==> src/rtl/sram_port_arbiter_pkg.sv <==
// Shared definitions for the SRAM port arbiter: response-tracker states and
// the default starvation threshold.
package sram_port_arbiter_pkg;

    localparam int STARVE_LIMIT_DEFAULT = 4;

    typedef enum logic [1:0] {
        RSP_IDLE   = 2'd0,
        RSP_IF_RD  = 2'd1,
        RSP_MEM_RD = 2'd2,
        RSP_MEM_WR = 2'd3
    } rsp_state_e;

    // Width needed to hold 0..limit; a limit of 0 still gets one bit.
    function automatic int starve_cnt_w(input int limit);
        return (limit < 1) ? 1 : $clog2(limit + 1);
    endfunction

endpackage

==> src/rtl/arb_starve_cnt.sv <==
// Counts consecutive cycles in which ifetch asks but is refused; the flag
// hands the next contested cycle to ifetch.
module arb_starve_cnt
    import sram_port_arbiter_pkg::*;
#(
    parameter int STARVE_LIMIT = STARVE_LIMIT_DEFAULT
) (
    input  logic clk,
    input  logic resetn,
    input  logic if_req,
    input  logic if_gnt,
    output logic starve_flag
);

    localparam int CNT_W = starve_cnt_w(STARVE_LIMIT);
    localparam logic [CNT_W-1:0] LIMIT = CNT_W'(STARVE_LIMIT);

    logic [CNT_W-1:0] cnt_p1;

    always_ff @(posedge clk or negedge resetn) begin
        if (!resetn) begin
            cnt_p1 <= '0;
        end else if (if_req && !if_gnt) begin
            if (cnt_p1 != LIMIT) begin
                cnt_p1 <= cnt_p1 + 1'b1;
            end
        end else begin
            cnt_p1 <= '0;
        end
    end

    assign starve_flag = (cnt_p1 == LIMIT);

endmodule

==> src/rtl/sram_port_arbiter.sv <==
// Shares one single-port data SRAM between instruction fetch and the memory
// stage; mem has priority except when ifetch has been starved too long.
module sram_port_arbiter
    import sram_port_arbiter_pkg::*;
#(
    parameter int STARVE_LIMIT = STARVE_LIMIT_DEFAULT
) (
    input  logic        clk,
    input  logic        resetn,

    input  logic        if_req,
    input  logic [31:0] if_addr,
    output logic        if_gnt,
    output logic        if_rvalid,
    output logic [31:0] if_rdata,

    input  logic        mem_req,
    input  logic [3:0]  mem_wen,
    input  logic [31:0] mem_addr,
    input  logic [31:0] mem_wdata,
    output logic        mem_gnt,
    output logic        mem_rvalid,
    output logic [31:0] mem_rdata,
    output logic        mem_stall,

    output logic        data_sram_en,
    output logic [3:0]  data_sram_wen,
    output logic [31:0] data_sram_addr,
    output logic [31:0] data_sram_wdata,
    input  logic [31:0] data_sram_rdata
);

    logic       starve_flag;
    logic       grant_if;
    logic       grant_mem;
    rsp_state_e rsp_state_p1;

    arb_starve_cnt #(
        .STARVE_LIMIT (STARVE_LIMIT)
    ) u_starve_cnt (
        .clk         (clk),
        .resetn      (resetn),
        .if_req      (if_req),
        .if_gnt      (grant_if),
        .starve_flag (starve_flag)
    );

    // Stage p0: grant decision and SRAM command, combinational from requests.
    // resetn gates every grant so outputs stay quiet during reset without a clock.
    always_comb begin
        grant_mem = resetn && mem_req && !(starve_flag && if_req);
        grant_if  = resetn && if_req && !grant_mem;
    end

    always_comb begin
        data_sram_en    = 1'b0;
        data_sram_wen   = 4'h0;
        data_sram_addr  = 32'h0;
        data_sram_wdata = 32'h0;
        if (grant_mem) begin
            data_sram_en    = 1'b1;
            data_sram_wen   = mem_wen;
            data_sram_addr  = mem_addr;
            data_sram_wdata = mem_wdata;
        end else if (grant_if) begin
            data_sram_en    = 1'b1;
            data_sram_addr  = if_addr;
        end
    end

    assign if_gnt    = grant_if;
    assign mem_gnt   = grant_mem;
    assign mem_stall = resetn && mem_req && !grant_mem;

    // Stage p1: remember who owns the SRAM read data arriving next cycle.
    always_ff @(posedge clk or negedge resetn) begin
        if (!resetn) begin
            rsp_state_p1 <= RSP_IDLE;
        end else if (grant_if) begin
            rsp_state_p1 <= RSP_IF_RD;
        end else if (grant_mem) begin
            rsp_state_p1 <= (mem_wen == 4'h0) ? RSP_MEM_RD : RSP_MEM_WR;
        end else begin
            rsp_state_p1 <= RSP_IDLE;
        end
    end

    assign if_rvalid  = (rsp_state_p1 == RSP_IF_RD);
    assign mem_rvalid = (rsp_state_p1 == RSP_MEM_RD);
    assign if_rdata   = if_rvalid  ? data_sram_rdata : 32'h0;
    assign mem_rdata  = mem_rvalid ? data_sram_rdata : 32'h0;

    a_one_grant : assert property (@(posedge clk) disable iff (!resetn)
        !(grant_if && grant_mem));

    a_one_rvalid : assert property (@(posedge clk) disable iff (!resetn)
        !(if_rvalid && mem_rvalid));

endmodule

==> config.mk <==
export PLATFORM = sky130hd
export DESIGN_NAME = sram_port_arbiter
export DESIGN_NICKNAME = d
export VERILOG_FILES = /design/src/rtl/sram_port_arbiter_pkg.sv /design/src/rtl/arb_starve_cnt.sv /design/src/rtl/sram_port_arbiter.sv
export SDC_FILE = /design/constraint.sdc
export NUM_CORES = 1
export LEC_CHECK = 0
export BUFFER_PORTS_ARGS = -buffer_cell sky130_fd_sc_hd__buf_2
export CORE_AREA = 2 2 105 107
export DETAILED_ROUTE_END_ITERATION = 7
export DIE_AREA = 0 0 107 109
export PLACE_DENSITY = 0.45
export REMOVE_ABC_BUFFERS = 1
export SETUP_SLACK_MARGIN = 0.5
export SLEW_MARGIN = 10
export SYNTH_ARGS = -nofsm -noshare
export SYNTH_HDL_FRONTEND = slang
export SYNTH_HIERARCHICAL = 1
export SYNTH_SLANG_ARGS = --single-unit
export TNS_END_PERCENT = 20
==> constraint.sdc <==
create_clock -name clk -period 1.9 [get_ports clk]
set_input_delay 0.285 -clock clk [delete_from_list [all_inputs] [get_ports clk]]
set_output_delay 0.285 -clock clk [all_outputs]
set_load 0.05 [all_outputs]
* Word level (Yosys, flattened, before mapping)
Cells that the tools add are included.
** Word-level totals
- Memories kept :: 0
- Input port bits :: 136
- Bits in registers :: 5
- Bits in writable memories :: 0
- Output and inout port bits :: 138
- Latch bits :: 0
- Memory bits (read-only) :: 0
** Cells by class
- Eq/ne operators :: 5
- Bitwise operators :: 0
- $lt $le $gt $ge :: 0
- Div/mod/pow operators :: 0
- Add/subtract/negate cells :: 1
- Reduce and logical (&&, ||, !) cells :: 11
- Multiply operators :: 0
- Shift-type cells :: 0
- Muxes and demuxes :: 13
** Operators with widths (number)
- $mux 32 :: 5
- $logic_and 1x1->1 :: 7
- $mux 3 :: 2
- $logic_not 4->1 :: 1
- $mux 2 :: 2
- $mux 4 :: 1
- $add 3x1->3 const B :: 1
- $eq 3x3->1 const B :: 1
- $logic_not 1->1 :: 3
- $mux 1 :: 3
- $ne 3x3->1 const B :: 1
- $eq 2x1->1 const B :: 1
- $eq 2x2->1 const B :: 1
- $ne 2x2->1 const B :: 1

* Logic depth before layout (Yosys ltp)
Gate-level depths: netlist of run 1.
- Word-level depth :: 9
- Depth in mapped cells :: 8

* Modules after synthesis
Netlist of run 1, hierarchy kept.
** Modules (own cells, without submodules)
- sram_port_arbiter :: cells each 163, sequential area each 50.0 um^2, area an instance 1173.6 um^2, instances 1
- arb_starve_cnt :: cells each 18, sequential area each 75.1 um^2, area an instance 182.7 um^2, instances 1

* Worst setup path before layout of run 1
OpenSTA, ideal clock, no wires.
- Path kind :: flip-flop to output port
- Start :: register u_starve_cnt.cnt_p1[0]
- End :: output port data_sram_addr[23]
- Buffers on the path :: 1
- Path slack :: -257 ps
- Arrival time :: 1872 ps
- Required time :: 1615 ps
- Cell stages (with the launch flop) :: 8
- Path through :: dfrtp_1 > inv_1 > ha_1 > and2_2 > inv_1 > a21oi_4 > buf_4 > a22o_1
** On the way
- Word-level cells in the longest chain between the ends :: 8
** Ends and longest elaborated chain
- start, declared :: line arb_starve_cnt.sv:18 : logic [CNT_W-1:0] cnt_p1;
- start signal, assigned :: line arb_starve_cnt.sv:25 : cnt_p1 <= cnt_p1 + 1'b1;
- $eq 3x3->1 :: line arb_starve_cnt.sv:32 : assign starve_flag = (cnt_p1 == LIMIT);
- net starve_flag :: line sram_port_arbiter.sv:33 : logic starve_flag;
- $logic_and 1x1->1 :: line sram_port_arbiter.sv:51 : grant_mem = resetn && mem_req && !(starve_flag && if_req);
- $logic_not 1->1 :: line sram_port_arbiter.sv:51
- $logic_and 1x1->1 :: line sram_port_arbiter.sv:51
- $logic_not 1->1 :: line sram_port_arbiter.sv:52 : grant_if = resetn && if_req && !grant_mem;
- $logic_and 1x1->1 :: line sram_port_arbiter.sv:52
- net if_gnt :: line sram_port_arbiter.sv:13 : output logic if_gnt,
- $mux 32 :: line sram_port_arbiter.sv:65 : end else if (grant_if) begin
- $mux 32 :: line sram_port_arbiter.sv:60 : if (grant_mem) begin
- end, declared :: line sram_port_arbiter.sv:28 : output logic [31:0] data_sram_addr,
The timed path passes the listed nets, and every way through them passes these cells.

* Final worst setup path of run 1
- Start :: register u_starve_cnt.cnt_p1[0]
- End :: output port data_sram_addr[0]
** On the way
- Word-level cells in the longest chain between the ends :: 8
** Ends and longest elaborated chain (line)
- $eq 3x3->1 (*) :: arb_starve_cnt.sv:32
- net starve_flag :: sram_port_arbiter.sv:33
- $logic_and 1x1->1 (*) :: sram_port_arbiter.sv:51
- $logic_not 1->1 (*) :: sram_port_arbiter.sv:51
- $logic_and 1x1->1 (*) :: sram_port_arbiter.sv:51
- $logic_not 1->1 :: sram_port_arbiter.sv:52
- $logic_and 1x1->1 :: sram_port_arbiter.sv:52
- $mux 32 :: sram_port_arbiter.sv:65
- $mux 32 (*) :: sram_port_arbiter.sv:60
Mark *: on every way through the listed nets, which the timed path passes. The rest lies on a longest branch.

==> results of run 1 <==
==> flip-flops by register name, indices dropped and copies added (netlist names) <==
signal               cells
rsp_state_p1             2
u_starve_cnt/cnt_p1      3
==> cells in the final DEF (no fill, tap or decap), types with 3 or more instances in the layout <==
master	synthesis	routed
sky130_fd_sc_hd__buf_6	7	52
sky130_fd_sc_hd__dfrtp_1	5	5
sky130_fd_sc_hd__a21oi_1	3	3
sky130_fd_sc_hd__buf_2	0	136
sky130_fd_sc_hd__buf_12	0	8
sky130_fd_sc_hd__and2_1	100	16
sky130_fd_sc_hd__buf_4	3	10
sky130_fd_sc_hd__and2_4	0	85
sky130_fd_sc_hd__clkbuf_16	0	3
sky130_fd_sc_hd__buf_16	0	5
sky130_fd_sc_hd__buf_8	0	83
sky130_fd_sc_hd__a22o_1	32	32
sky130_fd_sc_hd__clkbuf_8	0	3
==> worst max-delay path, cell delays in order, from the launching register on <==
cell	delay, ps
sky130_fd_sc_hd__dfrtp_1	370
sky130_fd_sc_hd__inv_1	70
sky130_fd_sc_hd__ha_2	170
sky130_fd_sc_hd__and2_4	170
sky130_fd_sc_hd__inv_2	40
sky130_fd_sc_hd__a21oi_4	140
sky130_fd_sc_hd__buf_12	160
sky130_fd_sc_hd__buf_12	140
sky130_fd_sc_hd__a22o_1	160
sky130_fd_sc_hd__buf_6	170
==> per-stage QoR <==
stage	utilization	setup slack (ps)
3_3_place_gp	0.276	-73.0
6_report	0.443	-199
5_1_grt	0.443	-284
2_1_floorplan	-	-840
3_5_place_dp	0.276	-119
4_1_cts	0.432	-205
==> power breakdown <==
part | switching, W | leakage [nW] | total [W] | internal (W)
Combinational | 0.000850 | 2.32 | 0.00156 | 0.000706
Clock | 0.0000530 | 0.0228 | 0.000197 | 0.000144
Sequential | 0.00000775 | 0.0653 | 0.000124 | 0.000116
Total | 0.000910 | 2.41 | 0.00188 | 0.000967
==> cells in the mapped netlist (2+ instances only) <==
| library cell | number |
|---|---|
| sky130_fd_sc_hd__buf_4 | 3 |
| sky130_fd_sc_hd__a21oi_4 | 2 |
| sky130_fd_sc_hd__dfrtp_1 | 5 |
| sky130_fd_sc_hd__nand2_1 | 2 |
| sky130_fd_sc_hd__a21oi_1 | 3 |
| sky130_fd_sc_hd__and2_1 | 100 |
| sky130_fd_sc_hd__inv_1 | 3 |
| sky130_fd_sc_hd__nor2_1 | 2 |
| sky130_fd_sc_hd__nor2b_1 | 2 |
| sky130_fd_sc_hd__nand3_1 | 2 |
| sky130_fd_sc_hd__ha_1 | 2 |
| sky130_fd_sc_hd__a22o_1 | 32 |
| sky130_fd_sc_hd__buf_6 | 7 |
| sky130_fd_sc_hd__clkbuf_1 | 6 |
==> cell families after synthesis <==
kind of cell,synth area share
buf+inv,0.0996
simple gates,0.523
fa+ha+maj,0.0184
flops,0.0923
compound gates,0.267
==> repair_timing <==
| action | in CTS | in global routing |
|---|---|---|
| setup buffers | 4 | 2 |
| endpoints found under the hold margin | 5 | 0 |
| pin swaps | 81 | 90 |
| endpoints found under the setup margin | 141 | 141 |
| hold buffers | 1 | 0 |
| gates cloned | 6 | 3 |
| gates resized for setup | 449 | 8 |
==> final cells by class <==
cell class | instances | area, µm²
tap | 140 | 175
inverter | 3 | 11.3
fill | 992 | 5900
clock buffer | 4 | 45.0
multi-input combinational | 157 | 1340
sequential | 5 | 125
timing repair buffer | 300 | 3010
==> metal layers <==
| metal | up-vias | global-route usage | routed length [µm] |
|---|---|---|---|
| li1 | 1185 | - | - |
| met2 | 167 | 0.306 | 5610 |
| met3 | 8 | 0.0395 | 894 |
| met1 | 1177 | 0.187 | 3940 |
| met5 | - | 0 | 7 |
| met4 | 2 | 0.0269 | 75 |
==> path summary, 6_finish.rpt <==
check / from / endpoint / slack (ps) / depth (start not counted)
setup / recovery: u_starve_cnt/cnt_p1[0] / data_sram_addr[0] / -200 / 9
min in group asynchronous: resetn / u_starve_cnt/cnt_p1[0] / 590 / 3
hold / removal: if_req / rsp_state_p1[1] / 380 / 2
max in group asynchronous: resetn / rsp_state_p1[0] / 1120 / 3
setup reg to reg: u_starve_cnt/cnt_p1[0] / rsp_state_p1[0] / 330 / 9
hold reg to reg: u_starve_cnt/cnt_p1[2] / u_starve_cnt/cnt_p1[1] / 650 / 2
==> impl_metrics.prom, run 1 <==
# TYPE chip_impl_metric gauge
chip_impl_info{name="status",value="finished with violations"} 1
chip_impl_info{name="failed_checks",value="setup timing"} 1
chip_impl_metric{name="synth_area_per_cell",unit="µm²"} 7.49
chip_impl_metric{name="final_cell_area",unit="µm²"} 4700
chip_impl_metric{name="total_power",unit="W"} 0.00188
chip_impl_metric{name="dieArea",unit="µm²"} 11700
chip_impl_metric{name="drt-pass1-iter-count",unit=""} 4
chip_impl_metric{name="tritoncts_buffers",unit=""} 3
chip_impl_metric{name="post_dp_cell_area",unit="µm²"} 2920
chip_impl_metric{name="synth_seq_area_share",unit=""} 0.0923
chip_impl_metric{name="design.final.nets",unit=""} 608
chip_impl_metric{name="grtUsageTotal",unit=""} 0.162
chip_impl_metric{name="cellLeakagePower",unit="nW"} 2.41
chip_impl_metric{name="fin_ws",unit="ps"} -199
chip_impl_info{name="cts_tree",value="done"} 1
chip_impl_metric{name="final_hold_viol_count",unit=""} 0
chip_impl_metric{name="maxCapViolations",unit=""} 0
chip_impl_metric{name="grt_max_degree",unit=""} 34
chip_impl_metric{name="start_util",unit=""} 0.128
chip_impl_metric{name="synth.yosys.warnings",unit=""} 6
chip_impl_metric{name="instances_no_fill",unit=""} 609
chip_impl_metric{name="routed_wl",unit="µm"} 10500
chip_impl_info{name="unrepaired_setup_endpoints_after_global_routing",value="true"} 1
chip_impl_metric{name="period_needed",unit="ps"} 2100
chip_impl_metric{name="globalRouteOverflowTotal",unit=""} 0
chip_impl_info{name="worst_setup_path_start_kind",value="flip-flop"} 1
chip_impl_metric{name="clkSlewWorstSetupHoldPaths",unit="ps"} 30
chip_impl_info{name="synth.area.top_cells",value="sky130_fd_sc_hd__and2_1, sky130_fd_sc_hd__a22o_1, sky130_fd_sc_hd__dfrtp_1"} 1
chip_impl_metric{name="routedWlPerCell",unit="µm"} 17.3
chip_impl_metric{name="synth_seq_cells",unit=""} 5
chip_impl_metric{name="ir_worst_vdd",unit="µV"} 183
chip_impl_metric{name="async_flop_share",unit=""} 1.00
chip_impl_info{name="post_synthesis_cell_type_with_the_largest_combined_area",value="sky130_fd_sc_hd__and2_1"} 1
chip_impl_metric{name="io_pins",unit=""} 274
chip_impl_metric{name="grt_pass1_vias",unit=""} 2599
chip_impl_metric{name="powerDensity",unit="nW/µm²"} 399
chip_impl_metric{name="relSlewSlack",unit=""} 0.843
chip_impl_metric{name="critical_path_required",unit="ps"} 1620
chip_impl_metric{name="yosysTopAreaCellShare",unit=""} 0.461
chip_impl_metric{name="cts_max_level",unit=""} 1
chip_impl_metric{name="slew_violations",unit=""} 0
chip_impl_metric{name="final_antenna_net_count",unit=""} 0
chip_impl_metric{name="max_clock_freq",unit="GHz"} 0.476
chip_impl_metric{name="number_of_antenna_violations_at_the_first_check_in_global_routing",unit=""} 1
chip_impl_metric{name="portBuffers",unit=""} 273
chip_impl_metric{name="dp.cells",unit=""} 589
chip_impl_metric{name="n_antenna_cell",unit=""} 0
chip_impl_metric{name="cts_sinks",unit=""} 5
chip_impl_metric{name="synth_cell_types",unit=""} 24
chip_impl_metric{name="die_y_extent",unit="µm"} 109
chip_impl_info{name="yosys_most_used_dff",value="sky130_fd_sc_hd__dfrtp_1"} 1
chip_impl_metric{name="insertion_delay",unit="ps"} 220
chip_impl_metric{name="core",unit="µm²"} 10600
chip_impl_metric{name="worst_ep_arrival_time",unit="ps"} 1810
chip_impl_metric{name="area_delta_synth_final",unit="%"} 247
chip_impl_info{name="worst_setup_path_class",value="reg2out"} 1
chip_impl_metric{name="post_route_cells_drive_above_1_share",unit=""} 0.851
chip_impl_metric{name="detailedPlacementHpwl",unit="µm"} 7060
chip_impl_metric{name="viasPerCell",unit=""} 4.17
chip_impl_metric{name="critical_path.max_fanout",unit=""} 9
chip_impl_info{name="ctsRootBufferMaster",value="sky130_fd_sc_hd__clkbuf_8"} 1
chip_impl_metric{name="worst_slew_pin_slew",unit="ps"} 235
chip_impl_metric{name="routabilityCongestion",unit=""} 0.830
chip_impl_metric{name="finalSetupTns",unit="ps"} -10830
chip_impl_metric{name="finalHoldWorstSlack",unit="ps"} 382
chip_impl_metric{name="finalCritPeriodShare",unit=""} 1.10
chip_impl_metric{name="synth_cells",unit=""} 181
chip_impl_metric{name="via_count",unit=""} 2539
chip_impl_metric{name="grt_first_pass_wirelength",unit="µm"} 14600
chip_impl_metric{name="remaining_drc_errors",unit=""} 0
chip_impl_info{name="type_of_the_most_critical_hold_path",value="in2reg"} 1
chip_impl_metric{name="setup_viol",unit=""} 70
chip_impl_metric{name="clock_buffer_depth",unit=""} 2
chip_impl_metric{name="drt-initial-drc-count",unit=""} 120
chip_impl_info{name="timing.critical_path.to_type",value="output pin"} 1
chip_impl_metric{name="synth_edf_count",unit=""} 0
chip_impl_metric{name="synthesis.area",unit="µm²"} 1360
chip_impl_metric{name="placementRows",unit=""} 38
chip_impl_metric{name="die_w",unit="µm"} 107
chip_impl_metric{name="fin_worst_skew",unit="ps"} 0.781
Power figures use the tool's default switching activity.
==> inputs of run 2 (changes only) <==
==> constraint.sdc (replaced) <==
create_clock -name clk -period 1.9 [get_ports clk]
set_input_delay 0.19 -clock clk [delete_from_list [all_inputs] [get_ports clk]]
set_output_delay 0.19 -clock clk [all_outputs]
set_load 0.05 [all_outputs]
==> impl_metrics.prom, run 2 (synthesized netlist as in run 1, its figures left out) <==
# TYPE chip_impl_metric gauge
chip_impl_info{name="status",value="finished with violations"} 1
chip_impl_info{name="failed_checks",value="setup timing"} 1
chip_impl_metric{name="via_count",unit=""} 2568
chip_impl_info{name="r2r_start",value="u_starve_cnt/cnt_p1[1]"} 1
chip_impl_info{name="critical-path-top-delay-family",value="buffers and inverters"} 1
chip_impl_metric{name="finalHoldWorstSlack",unit="ps"} 270
chip_impl_metric{name="groute.layer.met3.usage",unit=""} 0.0341
chip_impl_info{name="timing.critical_path.to_type",value="output pin"} 1
chip_impl_metric{name="powerDensity",unit="nW/µm²"} 404
chip_impl_metric{name="worst_slew_pin_slew",unit="ps"} 241
chip_impl_metric{name="worst_ep_arrival_time",unit="ps"} 1870
chip_impl_metric{name="ff2ff_path_depth",unit=""} 10
chip_impl_metric{name="use_met1",unit=""} 0.194
chip_impl_metric{name="routed_wl",unit="µm"} 10400
chip_impl_info{name="ctsRootBufferMaster",value="sky130_fd_sc_hd__clkbuf_8"} 1
chip_impl_info{name="timing.critical_path.slowest_stage_cell",value="sky130_fd_sc_hd__dfrtp_1"} 1
chip_impl_metric{name="grt_first_pass_wirelength",unit="µm"} 14600
chip_impl_metric{name="clock_buffer_depth",unit=""} 2
chip_impl_metric{name="cts_max_level",unit=""} 1
chip_impl_metric{name="worst-r2r-setup-slack",unit="ps"} 260
chip_impl_metric{name="drt-pass1-iter-count",unit=""} 4
chip_impl_metric{name="cellInternalPower",unit="W"} 0.000933
chip_impl_metric{name="detailedPlacementHpwl",unit="µm"} 6870
chip_impl_metric{name="routabilityCongestion",unit=""} 0.807
chip_impl_metric{name="portBuffers",unit=""} 273
chip_impl_metric{name="post_dp_cell_area",unit="µm²"} 2870
chip_impl_metric{name="number_of_antenna_violations_at_the_first_check_in_global_routing",unit=""} 0
chip_impl_info{name="critical_path.reg2reg.endpoint",value="rsp_state_p1[0]"} 1
chip_impl_metric{name="tritoncts_buffers",unit=""} 3
chip_impl_info{name="mostFrequentLayoutCells",value="sky130_fd_sc_hd__buf_2, sky130_fd_sc_hd__and2_4, sky130_fd_sc_hd__buf_8, sky130_fd_sc_hd__buf_6, sky130_fd_sc_hd__a22o_1"} 1
chip_impl_metric{name="fin_worst_skew",unit="ps"} 3.37
chip_impl_metric{name="largest_register_ff_count",unit=""} 3
chip_impl_info{name="layout_top_registers",value="u_starve_cnt/cnt_p1 x3, rsp_state_p1 x2"} 1
chip_impl_metric{name="power_frac_comb",unit=""} 0.826
chip_impl_metric{name="post_route_cells_drive_above_1_share",unit=""} 0.828
chip_impl_metric{name="die_w",unit="µm"} 107
chip_impl_metric{name="io_pins",unit=""} 274
chip_impl_metric{name="period_needed",unit="ps"} 2060
chip_impl_info{name="grt.busiest_layer",value="met2"} 1
chip_impl_metric{name="power_switching",unit="W"} 0.000905
chip_impl_metric{name="routedWlPerCell",unit="µm"} 17.0
chip_impl_metric{name="finalCritPeriodShare",unit=""} 1.09
chip_impl_metric{name="drt-initial-drc-count",unit=""} 149
chip_impl_metric{name="cellLeakagePower",unit="nW"} 2.36
chip_impl_info{name="path_cells",value="inv_1 > ha_2 > and2_4 > inv_2 > a21oi_4 > buf_12 > buf_16 > buf_12 > a22o_1 > buf_6"} 1
chip_impl_metric{name="met2_usage",unit=""} 0.298
chip_impl_metric{name="area_delta_synth_final",unit="%"} 235
chip_impl_metric{name="max_clock_freq",unit="GHz"} 0.485
chip_impl_info{name="layout_commonest_cell",value="sky130_fd_sc_hd__buf_2"} 1
chip_impl_metric{name="ir_worst_vdd",unit="µV"} 179
chip_impl_info{name="largest-register",value="u_starve_cnt/cnt_p1"} 1
chip_impl_info{name="type_of_the_most_critical_hold_path",value="in2reg"} 1
chip_impl_metric{name="core",unit="µm²"} 10600
chip_impl_metric{name="final_hold_viol_count",unit=""} 0
chip_impl_metric{name="critical_path_buf_inv_count",unit=""} 6
chip_impl_metric{name="grt_max_degree",unit=""} 34
chip_impl_metric{name="setup_viol",unit=""} 69
chip_impl_metric{name="design.final.nets",unit=""} 609
chip_impl_metric{name="final_cell_area",unit="µm²"} 4550
chip_impl_metric{name="critical_path_required",unit="ps"} 1710
chip_impl_info{name="min-delay-start",value="if_req"} 1
chip_impl_metric{name="power_frac_seq",unit=""} 0.067
chip_impl_info{name="worst_setup_path_start_kind",value="flip-flop"} 1
chip_impl_metric{name="clkSlewWorstSetupHoldPaths",unit="ps"} 40
chip_impl_metric{name="dp.cells",unit=""} 584
chip_impl_metric{name="remaining_drc_errors",unit=""} 0
chip_impl_metric{name="cts_sinks",unit=""} 5
chip_impl_info{name="unrepaired_setup_endpoints_after_global_routing",value="true"} 1
chip_impl_metric{name="critical_path.max_fanout",unit=""} 8
chip_impl_metric{name="relSlewSlack",unit=""} 0.839
chip_impl_metric{name="n_antenna_cell",unit=""} 0
chip_impl_metric{name="instances_no_fill",unit=""} 610
chip_impl_metric{name="pre_cts_setup_slack",unit="ps"} -20.3
chip_impl_metric{name="start_util",unit=""} 0.128
chip_impl_metric{name="clock_power_share",unit=""} 0.107
chip_impl_metric{name="p_sw_frac",unit=""} 0.492
chip_impl_metric{name="globalRouteOverflowTotal",unit=""} 0
chip_impl_metric{name="die_y_extent",unit="µm"} 109
chip_impl_metric{name="insertion_delay",unit="ps"} 220
chip_impl_metric{name="grtUsageTotal",unit=""} 0.161
chip_impl_metric{name="fin_ws",unit="ps"} -162
chip_impl_metric{name="final_antenna_net_count",unit=""} 0
chip_impl_metric{name="maxCapViolations",unit=""} 0
chip_impl_metric{name="n_fill_cell",unit=""} 993
chip_impl_info{name="hold_path_end",value="rsp_state_p1[1]"} 1
chip_impl_metric{name="dieArea",unit="µm²"} 11700
chip_impl_metric{name="viasPerCell",unit=""} 4.21
chip_impl_info{name="cts_tree",value="done"} 1
chip_impl_info{name="worst_setup_path_class",value="reg2out"} 1
chip_impl_info{name="cp_most_frequent_cell",value="sky130_fd_sc_hd__buf_12"} 1
chip_impl_metric{name="slew_violations",unit=""} 0
chip_impl_metric{name="placementRows",unit=""} 38
chip_impl_metric{name="whs_path_depth",unit=""} 2
chip_impl_metric{name="grt_pass1_vias",unit=""} 2622
chip_impl_metric{name="crit_path_max_incr_delay",unit="ps"} 370
-- run 2: cell count changes in the layout (fill, tap and decap cells not counted), sizes merged --
cell	delta
buf	+5
clkbuf	-3
bufbuf	-1
-- run 2: layer usage --
metal | wire, µm | up-vias
met1 | 4150 | 1194
li1 | - | 1189
met5 | 0 | -
met2 | 5300 | 175
met3 | 826 | 10
met4 | 95 | 0
-- run 2: power groups by stage --
stage / Sequential, W / Combinational, W / Clock, W
floorplan: 0.000123 / 0.000707 / 0
global placement: 0.000123 / 0.00106 / 0
detailed placement: 0.000123 / 0.00106 / 0
CTS: 0.000123 / 0.00149 / 0.000202
global route: 0.000125 / 0.00158 / 0.000212
finish: 0.000124 / 0.00152 / 0.000196
-- run 2: worst max-delay path by stage --
stage                           startpoint            endpoint  slack [ps]  depth (start not counted)
detailed placement  u_starve_cnt/cnt_p1[1]  data_sram_addr[23]         -20                          7
finish              u_starve_cnt/cnt_p1[1]   data_sram_addr[0]        -160                         10
global route        u_starve_cnt/cnt_p1[1]   data_sram_addr[0]        -240                         10
CTS                 u_starve_cnt/cnt_p1[1]   data_sram_addr[0]        -190                          9
global placement    u_starve_cnt/cnt_p1[1]  data_sram_addr[23]         -20                          7
floorplan           u_starve_cnt/cnt_p1[0]   data_sram_addr[0]        -750                          5
-- run 2: timing repair --
item | in CTS | in global routing
endpoints found under the hold margin | 5 | 0
setup buffers | 12 | 2
cloned | 6 | 1
endpoints found under the setup margin | 140 | 140
gates resized for setup | 409 | 12
hold buffers | 1 | 0
pin swaps | 73 | 77
-- run 2: layout make-up --
class                   instances  area [µm²]  share of cell area
clock buffers                   4        45.0             0.00990
inverters                       3        11.3             0.00248
multi-input cells             157        1310               0.288
flip-flops and latches          5         125              0.0275
well taps                     140         175              0.0385
repair buffers                301        2880               0.634
-- run 2: through the flow --
step / TNS [ps] / total power (W) / util
2_1_floorplan: -86880 / 0.000830 / -
3_3_place_gp: -19.5 / 0.00118 / 0.271
3_5_place_dp: -37.5 / 0.00118 / 0.271
4_1_cts: -7580 / 0.00181 / 0.421
5_1_grt: -12410 / 0.00191 / 0.429
6_report: -6530 / 0.00184 / 0.429
==> inputs of run 3 (changes only) <==
Settings changed: ABC_AREA from default to 1, CAP_MARGIN from default to 10, CORE_AREA 2 2 105 107 to 2 2 107 109, DIE_AREA 0 0 107 109 to 0 0 109 111.
==> impl_metrics.prom, run 3 <==
# TYPE chip_impl_metric gauge
chip_impl_metric{name="synth.yosys.warnings",unit=""} 6
chip_impl_metric{name="portBuffers",unit=""} 273
chip_impl_info{name="synth.most_common_cell",value="sky130_fd_sc_hd__nor2_1"} 1
chip_impl_info{name="cts_tree",value="done"} 1
chip_impl_info{name="cp_most_frequent_cell",value="sky130_fd_sc_hd__buf_6"} 1
chip_impl_metric{name="final_hold_viol_count",unit=""} 0
chip_impl_metric{name="fin_worst_skew",unit="ps"} 2.80
chip_impl_info{name="failed_checks",value="setup timing"} 1
chip_impl_info{name="post_synthesis_cell_type_with_the_largest_combined_area",value="sky130_fd_sc_hd__nor2_1"} 1
chip_impl_metric{name="tritoncts_buffers",unit=""} 3
chip_impl_metric{name="critical_path_required",unit="ps"} 1710
chip_impl_metric{name="ir_worst_vdd",unit="µV"} 276
chip_impl_info{name="type_of_the_most_critical_hold_path",value="in2reg"} 1
chip_impl_metric{name="async_flop_share",unit=""} 1.00
chip_impl_metric{name="pre_cts_setup_slack",unit="ps"} -36.2
chip_impl_metric{name="whs_path_depth",unit=""} 2
chip_impl_metric{name="start_util",unit=""} 0.137
chip_impl_metric{name="powerDensity",unit="nW/µm²"} 398
chip_impl_metric{name="relSlewSlack",unit=""} 0.751
chip_impl_info{name="worst_setup_path_class",value="reg2out"} 1
chip_impl_metric{name="maxCapViolations",unit=""} 0
chip_impl_metric{name="worst_ep_arrival_time",unit="ps"} 1880
chip_impl_metric{name="routed_wl",unit="µm"} 11300
chip_impl_metric{name="setup_viol",unit=""} 57
chip_impl_metric{name="routabilityCongestion",unit=""} 0.815
chip_impl_info{name="layout_top_registers",value="u_starve_cnt/cnt_p1 x3, rsp_state_p1 x2"} 1
chip_impl_info{name="synth.area.top_cells",value="sky130_fd_sc_hd__nor2_1, sky130_fd_sc_hd__nand2_1, sky130_fd_sc_hd__inv_1"} 1
chip_impl_info{name="timing.critical_path.to_type",value="output pin"} 1
chip_impl_metric{name="worst-r2r-setup-slack",unit="ps"} 130
chip_impl_info{name="mostFrequentLayoutCells",value="sky130_fd_sc_hd__buf_2, sky130_fd_sc_hd__buf_8, sky130_fd_sc_hd__inv_1, sky130_fd_sc_hd__nor2_4, sky130_fd_sc_hd__buf_6"} 1
chip_impl_metric{name="power_frac_comb",unit=""} 0.785
chip_impl_metric{name="yosysTopAreaCellShare",unit=""} 0.263
chip_impl_metric{name="grt_pass1_vias",unit=""} 3289
chip_impl_info{name="ctsRootBufferMaster",value="sky130_fd_sc_hd__clkbuf_16"} 1
chip_impl_metric{name="fin_ws",unit="ps"} -168
chip_impl_metric{name="ff_latch_area",unit="µm²"} 125
chip_impl_info{name="status",value="finished with violations"} 1
chip_impl_metric{name="critical_path.max_fanout",unit=""} 9
chip_impl_metric{name="period_needed",unit="ps"} 2070
chip_impl_metric{name="finalCritPeriodShare",unit=""} 1.09
chip_impl_metric{name="ff2ff_path_depth",unit=""} 13
chip_impl_metric{name="slew_violations",unit=""} 0
chip_impl_metric{name="placementRows",unit=""} 39
chip_impl_metric{name="clkSlewWorstSetupHoldPaths",unit="ps"} 40
chip_impl_metric{name="synthesis.area",unit="µm²"} 1510
chip_impl_metric{name="grt_max_degree",unit=""} 34
chip_impl_info{name="r2r_start",value="u_starve_cnt/cnt_p1[0]"} 1
chip_impl_metric{name="synth_seq_cells",unit=""} 5
chip_impl_metric{name="largest_register_ff_count",unit=""} 3
chip_impl_info{name="layout_commonest_cell",value="sky130_fd_sc_hd__buf_2"} 1
chip_impl_metric{name="post_route_cells_drive_above_1_share",unit=""} 0.743
chip_impl_metric{name="drt-pass1-iter-count",unit=""} 4
chip_impl_metric{name="detailedPlacementHpwl",unit="µm"} 7320
chip_impl_metric{name="synth_seq_area_share",unit=""} 0.0826
chip_impl_metric{name="final_core_utilization",unit=""} 0.498
chip_impl_metric{name="core",unit="µm²"} 11100
chip_impl_metric{name="worst_slew_pin_slew",unit="ps"} 374
chip_impl_metric{name="number_of_antenna_violations_at_the_first_check_in_global_routing",unit=""} 3
chip_impl_metric{name="drt-initial-drc-count",unit=""} 84
chip_impl_metric{name="synth_cell_types",unit=""} 18
chip_impl_metric{name="multi_input_area",unit="µm²"} 1780
chip_impl_metric{name="synth_edf_count",unit=""} 0
chip_impl_metric{name="cts_sinks",unit=""} 5
chip_impl_metric{name="globalRouteOverflowTotal",unit=""} 0
chip_impl_metric{name="grtUsageTotal",unit=""} 0.163
chip_impl_metric{name="clock_power_share",unit=""} 0.160
chip_impl_info{name="largest-register",value="u_starve_cnt/cnt_p1"} 1
chip_impl_info{name="worst_setup_path_start_kind",value="flip-flop"} 1
chip_impl_metric{name="via_count",unit=""} 3194
chip_impl_metric{name="crit_path_max_incr_delay",unit="ps"} 360
chip_impl_metric{name="power_switching",unit="W"} 0.00112
chip_impl_metric{name="synth_area_per_cell",unit="µm²"} 4.53
chip_impl_metric{name="routedWlPerCell",unit="µm"} 14.8
chip_impl_metric{name="p_sw_frac",unit=""} 0.512
chip_impl_metric{name="final_antenna_net_count",unit=""} 0
chip_impl_metric{name="insertion_delay",unit="ps"} 230
chip_impl_metric{name="n_fill_cell",unit=""} 979
chip_impl_metric{name="grt_first_pass_wirelength",unit="µm"} 15900
chip_impl_metric{name="cellInternalPower",unit="W"} 0.00107
chip_impl_metric{name="viasPerCell",unit=""} 4.16
chip_impl_metric{name="power_frac_seq",unit=""} 0.055
chip_impl_metric{name="cellLeakagePower",unit="nW"} 2.94
chip_impl_metric{name="die_y_extent",unit="µm"} 111
chip_impl_metric{name="area_delta_synth_final",unit="%"} 264
chip_impl_info{name="unrepaired_setup_endpoints_after_global_routing",value="true"} 1
chip_impl_metric{name="design.final.nets",unit=""} 761
chip_impl_info{name="timing.critical_path.slowest_stage_cell",value="sky130_fd_sc_hd__dfrtp_1"} 1
chip_impl_metric{name="synth_cells",unit=""} 334
chip_impl_metric{name="die_w",unit="µm"} 109
chip_impl_info{name="min-delay-start",value="if_req"} 1
chip_impl_metric{name="io_pins",unit=""} 274
chip_impl_info{name="path_cells",value="clkinv_2 > ha_4 > nand2_4 > inv_4 > buf_6 > a21oi_4 > buf_6 > buf_6 > buf_16 > nand2_1 > nand2_1 > buf_6"} 1
chip_impl_info{name="netlist_top_cells_count",value="sky130_fd_sc_hd__nor2_1, sky130_fd_sc_hd__nand2_1, sky130_fd_sc_hd__inv_1"} 1
chip_impl_metric{name="cts_max_level",unit=""} 1
chip_impl_info{name="critical_path.reg2reg.endpoint",value="u_starve_cnt/cnt_p1[1]"} 1
chip_impl_metric{name="remaining_drc_errors",unit=""} 0
chip_impl_metric{name="clock_buffer_depth",unit=""} 2
chip_impl_metric{name="dieArea",unit="µm²"} 12100
chip_impl_metric{name="max_clock_freq",unit="GHz"} 0.483
chip_impl_info{name="hold_path_end",value="rsp_state_p1[1]"} 1
chip_impl_info{name="yosys_most_used_dff",value="sky130_fd_sc_hd__dfrtp_1"} 1
-- run 3: logic make-up after synthesis --
family	count (synthesis)	synth area share
DFF	5	0.0826
AOI/OAI and AO/OA	2	0.0140
buffers and inverters	101	0.283
adders and majority gates	2	0.0165
and+or+nand+nor	224	0.604
-- run 3: worst max path at each step --
| stage | startpoint | endpoint | slack, ps |
|---|---|---|---|
| after floorplan | u_starve_cnt/cnt_p1[0] | data_sram_wdata[0] | -510 |
| after global placement | u_starve_cnt/cnt_p1[0] | data_sram_addr[26] | -2 |
| after detailed placement | u_starve_cnt/cnt_p1[0] | data_sram_addr[10] | -40 |
| after CTS | u_starve_cnt/cnt_p1[0] | data_sram_addr[30] | -150 |
| after global routing | u_starve_cnt/cnt_p1[0] | data_sram_addr[29] | -260 |
| final | u_starve_cnt/cnt_p1[0] | data_sram_addr[29] | -170 |
-- run 3: timing repair --
action	CTS	global route
resized for setup	472	148
buffers inserted	8	2
endpoints found under the setup margin	141	141
pin swaps	52	77
hold endpoints to repair	5	0
hold buffers	1	0
cloned	4	3
-- run 3: metal layers --
layer | vias up | track usage | wire length [µm]
li1 | 1525 | - | -
met1 | 1461 | 0.180 | 4140
met2 | 191 | 0.313 | 5980
met3 | 17 | 0.0282 | 962
met4 | 0 | 0.0402 | 252
met5 | - | 0 | 0
-- run 3: cell type report --
type | count | share of cell area
Inverter | 81 | 0.0590
Antenna cell | 3 | 0.00136
Clock buffer | 4 | 0.0143
Multi-Input combinational cell | 228 | 0.324
Timing Repair Buffer | 304 | 0.547
Sequential cell | 5 | 0.0227
Tap cell | 143 | 0.0325
-- run 3: per-stage QoR --
step / cell area [µm²] / hold slack [ps] / instances / TNS (ps) / total power [W]
final: 5510 / 266 / 768 / -3970 / 0.00219
after global routing: 5510 / 279 / 768 / -9750 / 0.00228
after floorplan: 1390 / -106 / 314 / -30100 / 0.000857
after CTS: 4850 / 267 / 760 / -3890 / 0.00203
after global placement: 3070 / 32.6 / 743 / -1.95 / 0.00122
after detailed placement: 3070 / 32.6 / 743 / -146 / 0.00123
-- run 3: power by group through the flow --
stage	clock network, W	logic (W)	registers [W]
2_1_floorplan	0	0.000736	0.000121
3_3_place_gp	0	0.00110	0.000121
3_5_place_dp	0	0.00111	0.000121
4_1_cts	0.000349	0.00156	0.000121
5_1_grt	0.000360	0.00180	0.000123
6_report	0.000350	0.00172	0.000121
-- run 3: worst max-delay path, delay by kind of cell, from the launching register on --
family	cells	cell delay (ps)
DFF	1	360
adders and majority gates	1	170
and+or+nand+nor	3	230
buffers and inverters	7	750
AOI/OAI and AO/OA	1	130
